--- src/rtl/clk_burst_ctrl.sv ---
// Gated burst clock generator: emits repeat_cnt+1 bursts of burst_len fastclk/2 pulses,
// separated by gap_len extra low cycles, with abort, completion pulse and sticky abort flag.
module clk_burst_ctrl #(
    parameter int CNT_W = 8,
    parameter int GAP_W = 8,
    parameter int REP_W = 4
) (
    input  logic             fastclk,
    input  logic             reset,
    input  logic             start,
    input  logic             abort,
    input  logic [CNT_W-1:0] burst_len,
    input  logic [GAP_W-1:0] gap_len,
    input  logic [REP_W-1:0] repeat_cnt,
    output logic             clk_out,
    output logic             busy,
    output logic             done,
    output logic             aborted,
    output logic [CNT_W-1:0] pulse_cnt
);

    typedef enum logic [2:0] {
        ST_IDLE  = 3'd0,
        ST_ARM   = 3'd1,
        ST_BURST = 3'd2,
        ST_GAP   = 3'd3,
        ST_DONE  = 3'd4
    } state_t;

    localparam logic [CNT_W-1:0] CNT_ONE = {{(CNT_W-1){1'b0}}, 1'b1};
    localparam logic [GAP_W-1:0] GAP_ONE = {{(GAP_W-1){1'b0}}, 1'b1};
    localparam logic [REP_W-1:0] REP_ONE = {{(REP_W-1){1'b0}}, 1'b1};

    state_t           state_q,   state_d;
    logic [CNT_W-1:0] len_q,     len_d;
    logic [GAP_W-1:0] gap_q,     gap_d;
    logic [REP_W-1:0] rep_q,     rep_d;
    logic [GAP_W-1:0] gap_cnt_q, gap_cnt_d;
    logic [CNT_W-1:0] pcnt_q,    pcnt_d;
    logic             clk_q,     clk_d;
    logic             abt_q,     abt_d;
    logic             busy_q,    busy_d;
    logic             done_q,    done_d;

    // Next-state and next-output logic; every output is the register of its _d value.
    always_comb begin
        state_d   = state_q;
        len_d     = len_q;
        gap_d     = gap_q;
        rep_d     = rep_q;
        gap_cnt_d = gap_cnt_q;
        pcnt_d    = pcnt_q;
        clk_d     = 1'b0;
        abt_d     = abt_q;
        case (state_q)
            ST_IDLE: begin
                if (start) begin
                    len_d   = burst_len;
                    gap_d   = gap_len;
                    rep_d   = repeat_cnt;
                    abt_d   = 1'b0;
                    pcnt_d  = '0;
                    state_d = (burst_len == '0) ? ST_DONE : ST_ARM;
                end else begin
                    state_d = ST_IDLE;
                end
            end
            ST_ARM: begin
                if (abort) begin
                    abt_d   = 1'b1;
                    state_d = ST_DONE;
                end else begin
                    clk_d   = 1'b1;
                    state_d = ST_BURST;
                end
            end
            ST_BURST: begin
                // An abort during a high phase still completes (and counts) that pulse.
                if (abort) begin
                    abt_d   = 1'b1;
                    state_d = ST_DONE;
                    pcnt_d  = clk_q ? (pcnt_q + CNT_ONE) : pcnt_q;
                end else if (clk_q) begin
                    pcnt_d = pcnt_q + CNT_ONE;
                end else if (pcnt_q != len_q) begin
                    clk_d = 1'b1;
                end else if (rep_q != '0) begin
                    if (gap_q == '0) begin
                        clk_d  = 1'b1;
                        pcnt_d = '0;
                        rep_d  = rep_q - REP_ONE;
                    end else begin
                        gap_cnt_d = gap_q;
                        state_d   = ST_GAP;
                    end
                end else begin
                    state_d = ST_DONE;
                end
            end
            ST_GAP: begin
                if (abort) begin
                    abt_d   = 1'b1;
                    state_d = ST_DONE;
                end else if (gap_cnt_q == GAP_ONE) begin
                    clk_d   = 1'b1;
                    pcnt_d  = '0;
                    rep_d   = rep_q - REP_ONE;
                    state_d = ST_BURST;
                end else begin
                    gap_cnt_d = gap_cnt_q - GAP_ONE;
                end
            end
            ST_DONE: begin
                state_d = ST_IDLE;
            end
            default: begin
                state_d = ST_IDLE;
            end
        endcase
        busy_d = (state_d == ST_ARM) || (state_d == ST_BURST) || (state_d == ST_GAP);
        done_d = (state_d == ST_DONE);
    end

    // State, configuration and output registers with synchronous reset.
    always_ff @(posedge fastclk) begin
        if (reset) begin
            state_q   <= ST_IDLE;
            len_q     <= '0;
            gap_q     <= '0;
            rep_q     <= '0;
            gap_cnt_q <= '0;
            pcnt_q    <= '0;
            clk_q     <= 1'b0;
            abt_q     <= 1'b0;
            busy_q    <= 1'b0;
            done_q    <= 1'b0;
        end else begin
            state_q   <= state_d;
            len_q     <= len_d;
            gap_q     <= gap_d;
            rep_q     <= rep_d;
            gap_cnt_q <= gap_cnt_d;
            pcnt_q    <= pcnt_d;
            clk_q     <= clk_d;
            abt_q     <= abt_d;
            busy_q    <= busy_d;
            done_q    <= done_d;
        end
    end

    assign clk_out   = clk_q;
    assign busy      = busy_q;
    assign done      = done_q;
    assign aborted   = abt_q;
    assign pulse_cnt = pcnt_q;

endmodule

--- config.mk ---
export PLATFORM = sky130hd
export DESIGN_NAME = clk_burst_ctrl
export DESIGN_NICKNAME = d
export VERILOG_FILES = /design/src/rtl/clk_burst_ctrl.sv
export SDC_FILE = /design/constraint.sdc
export NUM_CORES = 1
export LEC_CHECK = 0
export ABC_CLOCK_PERIOD_IN_PS = 2000
export CORE_ASPECT_RATIO = 0.8
export CORE_UTILIZATION = 45
export DETAILED_ROUTE_END_ITERATION = 12
export DONT_BUFFER_PORTS = 1
export GPL_ROUTABILITY_DRIVEN = 0
export SLEW_MARGIN = 10
export SYNTH_ARGS = -nofsm -noshare
export SYNTH_HDL_FRONTEND = slang
export SYNTH_SLANG_ARGS = --single-unit
--- constraint.sdc ---
create_clock -name fastclk -period 2 [get_ports fastclk]
set_input_delay 0.4 -clock fastclk [delete_from_list [all_inputs] [get_ports fastclk]]
set_output_delay 0.4 -clock fastclk [all_outputs]
set_load 0.1 [all_outputs]
* Yosys cells after proc, flatten, opt, wreduce, memory -nomap -nowiden
Cells that the tools add are included.
** Storage, ports and cells
- Register bits after elaboration :: 43
- Input bits :: 24
- Output and inout bits :: 12
- Logic and storage cells :: 102
** Cells by class
- Add/subtract/negate cells :: 3
- Eq/ne operators :: 24
- Mux-type cells :: 50
- Reductions and logical operators :: 15
** Operator list (count)
- $mux W8 :: 16
- $mux W4 :: 8
- $mux W3 :: 10
- $pmux W8 S3 :: 1
- $ne A2 B2 Y1 const B :: 10
- $logic_not A8 Y1 :: 2
- $pmux W8 S2 :: 1
- $reduce_and A8 Y1 :: 2
- $eq A3 B2 Y1 const B :: 4
- $ne A3 B3 Y1 const B :: 4
- $pmux W3 S4 :: 1
- $pmux W4 S3 :: 1
- $mux W1 :: 10
- $reduce_and A9 Y1 :: 1
- $add A8 B1 Y8 const B :: 1
- $eq A8 B1 Y1 const B :: 1
- $ne A8 B8 Y1 :: 1
- $sub A8 B1 Y8 const B :: 1
- $eq A3 B1 Y1 const B :: 2
- $reduce_bool A2 Y1 :: 2
- $reduce_bool A4 Y1 :: 1
- $sub A4 B1 Y4 const B :: 1
- $eq A3 B3 Y1 const B :: 1
- $logic_not A3 Y1 :: 1
- other kinds (8) :: 9

* Logic depth before layout (Yosys ltp)
Gate-level depths: netlist of the first run.
- Depth in word-level cells :: 10
- Mapped depth :: 8

* Worst setup path after synthesis of the first run
OpenSTA, ideal clock, no wires.
- Kind :: reg-to-reg
- Start :: register pcnt_q[5] (netlist: pulse_cnt[5])
- End :: register rep_q[0]
- Arrival time :: 2.445 ns
- Slack :: -0.533 ns
- Cell stages (with the launch flop) :: 8
- Clock period less this slack :: 2.533 ns
- Path through :: dfxtp_1 -> buf_6 -> xnor2_1 -> nand4_1 -> o41a_1 -> buf_6 -> o31a_1 -> a311oi_2
** On the way
- Cells in the longest elaborated chain, start to end :: 3
** Ends and longest elaborated chain
- start, declared :: RTL line 39 : logic [CNT_W-1:0] pcnt_q, pcnt_d;
- start signal, assigned :: RTL line 143 : pcnt_q <= pcnt_d;
- $ne A8 B8 Y1 :: RTL line 85 : end else if (pcnt_q != len_q) begin
- $ne A2 B2 Y1 (no source line)
- $reduce_and A9 Y1 (no source line)
- end signal, assigned :: RTL line 141 : rep_q <= rep_d;
- end, declared :: RTL line 37 : logic [REP_W-1:0] rep_q, rep_d;
Every way passes these cells.
A chain may end at the register's enable or synchronous reset.

* Worst setup path in the final report of the first run
- Start :: register rep_q[0]
- End :: register rep_q[3]
** On the way
- Cells in the longest elaborated chain, start to end :: 7
** Ends and longest elaborated chain
- $sub A4 B1 Y4 :: RTL line 91, 107
- $mux W4 :: RTL line 88 : if (gap_q == '0) begin
- $mux W4 :: RTL line 87 : end else if (rep_q != '0) begin
- $mux W4 :: RTL line 85
- $mux W4 :: RTL line 83 : end else if (clk_q) begin
- $mux W4 :: RTL line 79 : if (abort) begin
- $pmux W4 S3 :: RTL line 55 : case (state_q)
Parallel ways exist; a longest one is shown, timed or not. The select of a mux whose other input is x is not followed.

==> results_dict.tcl, run 1 <==
set metrics [dict create \
    status "finished, final reports clean" \
    fmax_ghz 0.502 \
    clockBufferDepth 2 \
    path_class "reg -> reg" \
    track_usage 0.247 \
    drtIter0Drc 116 \
    drtPass1Iterations 4 \
    relSlewSlack 0.702 \
    antenna_found_initial 0 \
    dieHeight_um 66.3 \
    hold_end "pulse_cnt[1]" \
    synth_edf_count 0 \
    synth-main-ff-cell "dfxtp_1" \
    p_sw_frac 0.305 \
    pwr-share-clk 0.298 \
    rows 23 \
    p_comb_frac 0.209 \
    min_path_type "in -> reg" \
    grt_pass1_wl_um 10100 \
    power_density_nw_per_um2 668 \
    hold_depth 1 \
    cp_max_fo 8 \
    arrival_ps 2250 \
    setup_viol 0 \
    min_from "reset" \
    seq_area_frac_synth 0.370 \
    wl_um 6130 \
    cts_tree "built" \
    nFillCells 510 \
    vias 2240 \
    setup_slack_ps 8.03 \
    remaining_drc_errors 0 \
    synthCells 292 \
    vias_per_cell 5.80 \
    worst_pin_slew_ps 441 \
    path_clk_slew_ps 90 \
    required_ps 2250 \
    die_width_um 82.4 \
    ys_ff_latch 43 \
    r2r_start "rep_q[0]" \
    portBuffers 0 \
    place_ws_ps -49.6 \
    fin_nets 351 \
    hpwl_um 4460 \
    ctsHoldBuffers 0 \
    synth-async-reset-ratio 0 \
    drive_gt1_frac 0.241 \
    layout_commonest_cell "nand2_1" \
    end_kind "register" \
    period_share 0.996 \
    start_util 0.465 \
    period_minus_slack_ps 1990 \
    wl_per_cell_um 15.9 \
    root_buffer "clkbuf_8" \
    p_seq_frac 0.494 \
    cts_buffers 5 \
    reg2reg_to "rep_q[3]" \
    syn_avg_cell_area_um2 7.97 \
    leakagePower_nw 1.02 \
    ant_nets 0 \
    worstRegToRegCells 7 \
    grt_overflow 0 \
    ios 36 \
    final-max-slew-violation-count 0 \
    grt_pass1_vias 2049 \
    yosysUniqueCellTypes 51 \
    reg2reg_setup_slack_ps 8 \
    mostFrequentLayoutCells "nand2_1 (47), buf_4 (43), a21oi_1 (39)" \
    grt_max_degree 43 \
    rsz0062_at_grt "yes" \
    syn_area_um2 2330 \
    maxCapViolations 0 \
    skew_ps 14.8 \
    clkSinkCount 43 \
    diodes 0 \
    post-route-util 0.560 \
    synth_warnings 0 \
    whs_ps 142 \
    worstSkewPairLatency_ps 300 \
    hold_violations 0 \
    ir_drop_v 0.000420 \
    intPower_mw 1.30 \
    die_area_um2 5470 \
    area_delta_synth_final_pct 20.5 \
    synth_nets 320 \
    worstSetupStartpointType "register" \
    h-tree-depth 2 \
    power_switching_mw 0.573 \
    coreArea_um2 5010 \
]
-- Yosys cell counts (4+ instances only) --
cell      count  area, um^2
a21oi_1      40         200
clkbuf_1     14        52.6
dfxtp_1      43         861
ha_1          4        50.1
inv_1         7        26.3
nand2_1      47         176
nand2b_1      8        50.1
nand3_1       6        30.0
nand4_1       4        25.0
nor2_1       14        52.6
nor3_1       12        60.1
nor3b_1       6        45.0
nor4_1        7        43.8
o21ai_0       7        35.0
o311ai_0      4        35.0
o31ai_1       4        30.0
xnor2_1       8        70.1
-- stage by stage --
stage / setup TNS, ps / power, mW / std cells / cell area, um^2
CTS: -49.2 / 1.88 / 386 / 2780
detailed placement: -155 / 1.31 / 376 / 2660
finish: 0 / 1.87 / 386 / 2810
global placement: -27.0 / 1.31 / 376 / 2660
floorplan: 0 / 1.20 / 292 / 2360
global route: -146 / 1.97 / 386 / 2810
-- critical path, stage by stage, from the launching register on --
cell,delay (ps)
dfxtp_2,340
inv_2,50
ha_4,150
or3b_4,240
nand3_2,70
o41a_1,510
or4_1,530
nand2_1,60
-- state kept, by name, summed over array words and instances (netlist names) --
signal and cells:
done 1, state_q 3, gap_cnt_q 8, rep_q 4
pulse_cnt 8, gap_q 8, clk_out 1, aborted 1
len_q 8, busy 1
-- cells by family (layout without fill, tap and decap cells) --
group / Yosys count / after routing / share of synthesized area
xor gates and xnor gates: 8 / 8 / 0.0301
buffers and inverters: 26 / 58 / 0.0500
and+or+nand+nor: 126 / 126 / 0.287
adders and majority gates: 4 / 4 / 0.0215
DFF: 43 / 43 / 0.370
AOI/OAI and AO/OA: 85 / 85 / 0.241
-- how the worst max path moves through the flow --
| stage | startpoint | to | slack (ps) | cells after the start |
|---|---|---|---|---|
| 2_1_floorplan | pulse_cnt[4] | rep_q[0] | 3 | 6 |
| 3_3_place_gp | rep_q[0] | rep_q[3] | -20 | 7 |
| 3_5_place_dp | rep_q[0] | rep_q[0] | -50 | 7 |
| 4_1_cts | rep_q[0] | rep_q[3] | -50 | 7 |
| 5_1_grt | pulse_cnt[4] | rep_q[3] | -60 | 5 |
| 6_report | rep_q[0] | rep_q[3] | 8 | 7 |
-- power by group through the flow --
stage | clock network, mW | logic [mW] | registers, mW
finish | 0.558 | 0.391 | 0.925
global route | 0.610 | 0.429 | 0.930
CTS | 0.576 | 0.384 | 0.923
detailed placement | 0 | 0.366 | 0.942
global placement | 0 | 0.364 | 0.941
floorplan | 0 | 0.230 | 0.968
-- routing by layer --
layer  wire length, um  up-vias  global-route usage
met5                 0        -                   0
met4                82        0              0.0724
met3               431        9              0.0593
met2              2380       62               0.315
met1              3230     1033               0.390
li1                  -     1136                   -
-- repair_timing --
item	CTS	global route
setup buffers	2	0
gates resized for setup	6	8
endpoints found under the setup margin	7	17
pin swaps	4	3
-- layout make-up --
cell class	instances	area (um^2)	area share
repair buffers	43	323	0.115
flip-flops and latches	43	897	0.320
inverters	7	26.3	0.00936
clock buffers	6	72.6	0.0259
multi-input cells	223	1400	0.498
clock inverters	2	13.8	0.00490
well taps	62	77.6	0.0276
No activity file was read; power rests on OpenSTA's default activity.
==> run 2, diff against run 1 <==
--- a/config.mk
+++ b/config.mk
@@ -5,7 +5,7 @@
 export SDC_FILE = /design/constraint.sdc
 export NUM_CORES = 1
 export LEC_CHECK = 0
-export ABC_CLOCK_PERIOD_IN_PS = 2000
+export ABC_CLOCK_PERIOD_IN_PS = 2400
 export CORE_ASPECT_RATIO = 0.8
 export CORE_UTILIZATION = 45
 export DETAILED_ROUTE_END_ITERATION = 12
==> constraint.sdc (replaced) <==
create_clock -name fastclk -period 2.4 [get_ports fastclk]
set_input_delay 0.48 -clock fastclk [delete_from_list [all_inputs] [get_ports fastclk]]
set_output_delay 0.48 -clock fastclk [all_outputs]
set_load 0.1 [all_outputs]
==> run 2 against run 1 <==
Effect of this change: critical path depth stayed put; largest power group unchanged; via count down 4.1%; global-route usage down 2.2 points; routed wire length is 5.0% lower; sequential power is 15% lower; critical endpoint is now pulse_cnt[2].
==> results_dict.tcl, run 2 (synthesized netlist as in run 1, its figures left out) <==
set metrics [dict create \
    nFillCells 501 \
    mostFrequentLayoutCells "nand2_1 (47), a21oi_1 (40), dfxtp_1 (35)" \
    min_path_type "in -> reg" \
    die_area_um2 5470 \
    setup-tns-final_ps 0 \
    wl_um 5820 \
    track_usage 0.225 \
    postCtsResizedCells 0 \
    hpwl_um 4230 \
    clkSinkCount 43 \
    grt_pass1_vias 1830 \
    cts_setup_buffers 0 \
    start_util 0.465 \
    hold_violations 0 \
    period_minus_slack_ps 2200 \
    leakagePower_nw 0.885 \
    path_clk_slew_ps 80 \
    multi_input_area_um2 1360 \
    h-tree-depth 2 \
    rsz0062_at_grt "no" \
    cp_cell_sequence "inv_1, ha_1, or3b_2, nand3_2, o41a_1, nor2_1, a311oi_1" \
    remaining_drc_errors 0 \
    vias 2149 \
    period_share 0.916 \
    skew_ps 10.9 \
    required_ps 2600 \
    cpPeakStageDelay_ps 500 \
    dieHeight_um 66.3 \
    fin_nets 326 \
    rows 23 \
    coreArea_um2 5010 \
    die_width_um 82.4 \
    status "finished, final reports clean" \
    wl_per_cell_um 16.2 \
    maxCapViolations 0 \
    arrival_ps 2390 \
    grt_overflow 0 \
    vias_per_cell 5.97 \
    worstSkewPairLatency_ps 290 \
    worstSetupStartpointType "register" \
    fmax_ghz 0.455 \
    relSlewSlack 0.541 \
    clockBufferDepth 2 \
    cp_max_fo 11 \
    root_buffer "clkbuf_8" \
    diodes 0 \
    power_density_nw_per_um2 587 \
    ant_nets 0 \
    ir_drop_v 0.000349 \
    end_kind "register" \
    drtPass1Iterations 4 \
    cts_buffers 5 \
    worst_pin_slew_ps 683 \
    area_delta_synth_final_pct 9.46 \
    drive_gt1_frac 0.134 \
    antenna_found_initial 0 \
    cts_tree "built" \
    grt_max_degree 43 \
    final-max-slew-violation-count 0 \
    grt_pass1_wl_um 9220 \
    path_class "reg -> reg" \
    setup_viol 0 \
    ios 36 \
    crit_slowest_cell "or3b_2" \
    drtIter0Drc 222 \
    place_area_um2 2470 \
    portBuffers 0 \
    ctsHoldBuffers 0 \
    final_area_um2 2550 \
    layout_commonest_cell "nand2_1" \
    register_area_um2 871 \
]
-- run 2: changes by cell type in the layout (fill, tap and decap cells not counted), sizes merged --
cell / previous run / this run
clkbuf: 6 / 5
buf: 43 / 18
-- run 2: worst paths after layout --
path	startpoint	to	slack, ps	cells past startpoint
hold reg to reg	len_q[5]	len_q[5]	470	2
setup / recovery	rep_q[0]	pulse_cnt[2]	200	7
hold / removal	reset	pulse_cnt[6]	250	1
setup reg to reg	rep_q[0]	pulse_cnt[2]	200	7
-- run 2: where the power goes --
group          switching, mW  total [mW]  internal, mW
logic                  0.164       0.263        0.0991
registers             0.0381       0.784         0.746
clock network          0.249       0.448         0.199
-- run 2: per-layer routing --
metal  GRT usage  up-vias  wire length, um
met1       0.374      994             3210
met4      0.0395        0               31
met5           0        -                0
li1            -     1096                -
met3      0.0510        5              325
met2       0.281       54             2250
-- run 2: worst max-delay path: cells and delay by family (launching register included) --
| family | cells | cell delay [ps] |
|---|---|---|
| adders and majority gates | 1 | 200 |
| AOI/OAI and AO/OA | 2 | 690 |
| buffers and inverters | 1 | 80 |
| and+or+nand+nor | 3 | 810 |
| DFF | 1 | 310 |
-- run 2: area by class of cell --
| class | count | area share |
|---|---|---|
| tap | 62 | 0.0304 |
| clock inverter | 2 | 0.00540 |
| inverter | 7 | 0.0103 |
| clock buffer | 5 | 0.0270 |
| timing repair buffer | 18 | 0.0530 |
| multi-input combinational | 223 | 0.532 |
| sequential | 43 | 0.342 |
-- run 2: per-stage QoR --
step | power (mW) | instances | hold slack (ps) | util | worst slack, ps
2_1_floorplan | 1.01 | 292 | 449 | - | 193
3_3_place_gp | 1.06 | 353 | 451 | 0.493 | 338
3_5_place_dp | 1.06 | 353 | 459 | 0.493 | 278
4_1_cts | 1.51 | 360 | 238 | 0.509 | 252
5_1_grt | 1.57 | 360 | 234 | 0.509 | 103
6_report | 1.50 | 360 | 250 | 0.509 | 202
==> run 3, diff against run 2 <==
--- a/config.mk
+++ b/config.mk
@@ -7,10 +7,12 @@
 export LEC_CHECK = 0
 export ABC_CLOCK_PERIOD_IN_PS = 2400
 export CORE_ASPECT_RATIO = 0.8
+export CORE_MARGIN = 8
 export CORE_UTILIZATION = 45
 export DETAILED_ROUTE_END_ITERATION = 12
 export DONT_BUFFER_PORTS = 1
 export GPL_ROUTABILITY_DRIVEN = 0
+export PLACE_DENSITY = 0.63
 export SLEW_MARGIN = 10
 export SYNTH_ARGS = -nofsm -noshare
 export SYNTH_HDL_FRONTEND = slang
==> run 3 against run 2 <==
Effect of this change: setup slack gained 14 ps; critical path depth is the same; total power grew 8.5%; largest power group unchanged.
==> results_dict.tcl, run 3 (synthesized netlist as in run 1, its figures left out) <==
set metrics [dict create \
    leakagePower_nw 0.901 \
    critPathBufInv 1 \
    postCtsResizedCells 0 \
    ir_drop_v 0.000388 \
    period_share 0.910 \
    track_usage 0.162 \
    hold_end "pulse_cnt[6]" \
    drtPass1Iterations 4 \
    path_class "reg -> reg" \
    final-max-slew-violation-count 0 \
    dp_cells 353 \
    crit_slowest_cell "or3b_2" \
    cts_buffers 5 \
    arrival_ps 2380 \
    die_width_um 96.4 \
    power_density_nw_per_um2 628 \
    grt_max_degree 43 \
    mostFrequentLayoutCells "nand2_1 (47), a21oi_1 (40), dfxtp_1 (35)" \
    wl_um 6110 \
    coreArea_um2 5010 \
    nFillCells 511 \
    final_cells 361 \
    cp_max_fo 11 \
    vias 2142 \
    crit_family "simple AND/OR/NAND/NOR gates" \
    reg2reg_to "pulse_cnt[7]" \
    min_from "reset" \
    hold_violations 0 \
    maxCapViolations 0 \
    min_path_type "in -> reg" \
    worstSetupStartpointType "register" \
    worstRegToRegCells 7 \
    drtIter0Drc 200 \
    relSlewSlack 0.584 \
    h-tree-depth 2 \
    reg2reg_setup_slack_ps 220 \
    ctsHoldBuffers 0 \
    grt_overflow 0 \
    ant_nets 0 \
    whs_ps 249 \
    ios 36 \
    diodes 0 \
    cp_cell_sequence "inv_1, ha_1, or3b_2, nand3_2, o41a_1, nor2_1, a311oi_1" \
    start_util 0.465 \
    drive_gt1_frac 0.137 \
    setup_viol 0 \
    skew_ps 10.8 \
    remaining_drc_errors 0 \
    grt_pass1_wl_um 10000 \
    r2r_start "rep_q[0]" \
    layout_commonest_cell "nand2_1" \
    cpPeakStageDelay_ps 490 \
    wl_per_cell_um 16.9 \
    portBuffers 0 \
    hpwl_um 4490 \
    cts_tree "built" \
    grt_pass1_vias 1897 \
    rsz0062_at_grt "no" \
    cts_setup_buffers 0 \
    required_ps 2600 \
    root_buffer "clkbuf_8" \
    dieHeight_um 80.3 \
    rows 23 \
    fin_nets 326 \
    clkSinkCount 43 \
    setup-tns-final_ps 0 \
    die_area_um2 7750 \
    path_clk_slew_ps 90 \
    hold_depth 1 \
    worst_pin_slew_ps 620 \
    clockBufferDepth 2 \
    worstSkewPairLatency_ps 300 \
    status "finished, final reports clean" \
    period_minus_slack_ps 2180 \
    antenna_found_initial 0 \
    fmax_ghz 0.458 \
    vias_per_cell 5.93 \
    area_delta_synth_final_pct 10.9 \
    end_kind "register" \
]
[run 3: changes by cell type in the layout (fill, tap and decap cells not counted)]
cell       before  now
bufinv_16       0    1
clkinv_2        1    0
inv_6           0    1
[run 3: worst max-delay path by stage]
stage	slack (ps)	depth (start not counted)	start	endpoint
floorplan	190	7	pulse_cnt[5]	rep_q[0]
global placement	340	7	rep_q[0]	pulse_cnt[6]
detailed placement	260	7	rep_q[0]	pulse_cnt[6]
CTS	240	7	rep_q[0]	pulse_cnt[7]
global route	20	7	rep_q[0]	pulse_cnt[2]
finish	220	7	rep_q[0]	pulse_cnt[7]
[run 3: layout make-up]
cell class,count,area (um^2),area share
clock buffers,5,68.8,0.0266
well taps,62,77.6,0.0300
inverters,7,26.3,0.0102
repair buffers,18,135,0.0523
flip-flops and latches,43,871,0.337
clock inverters,3,47.5,0.0184
multi-input cells,223,1360,0.525
[run 3: routing by layer]
layer	vias to the layer above	GRT usage	wire (um)
met5	-	0	0
met4	0	0.0271	37
met3	5	0.0466	474
met2	64	0.215	2380
met1	986	0.249	3210
li1	1087	-	-
[run 3: metrics by stage]
step	utilization	worst slack, ps	cell area, um^2	total power, mW
finish	0.516	216	2580	1.62
global route	0.516	22.3	2580	1.71
CTS	0.516	239	2580	1.64
detailed placement	0.493	259	2470	1.06
global placement	0.493	340	2470	1.05
floorplan	-	193	2340	1.01
[run 3: power breakdown]
group,internal [mW],switching (mW)
combinational,0.0969,0.163
sequential,0.746,0.0366
clock,0.316,0.265
[run 3: worst register-to-register path: stages, from the launching register on]
cell and delay, ps:
dfxtp_1 320, inv_1 90, ha_1 230, or3b_2 490, nand3_2 100, o41a_1 380, nor2_1 200, a311oi_1 290
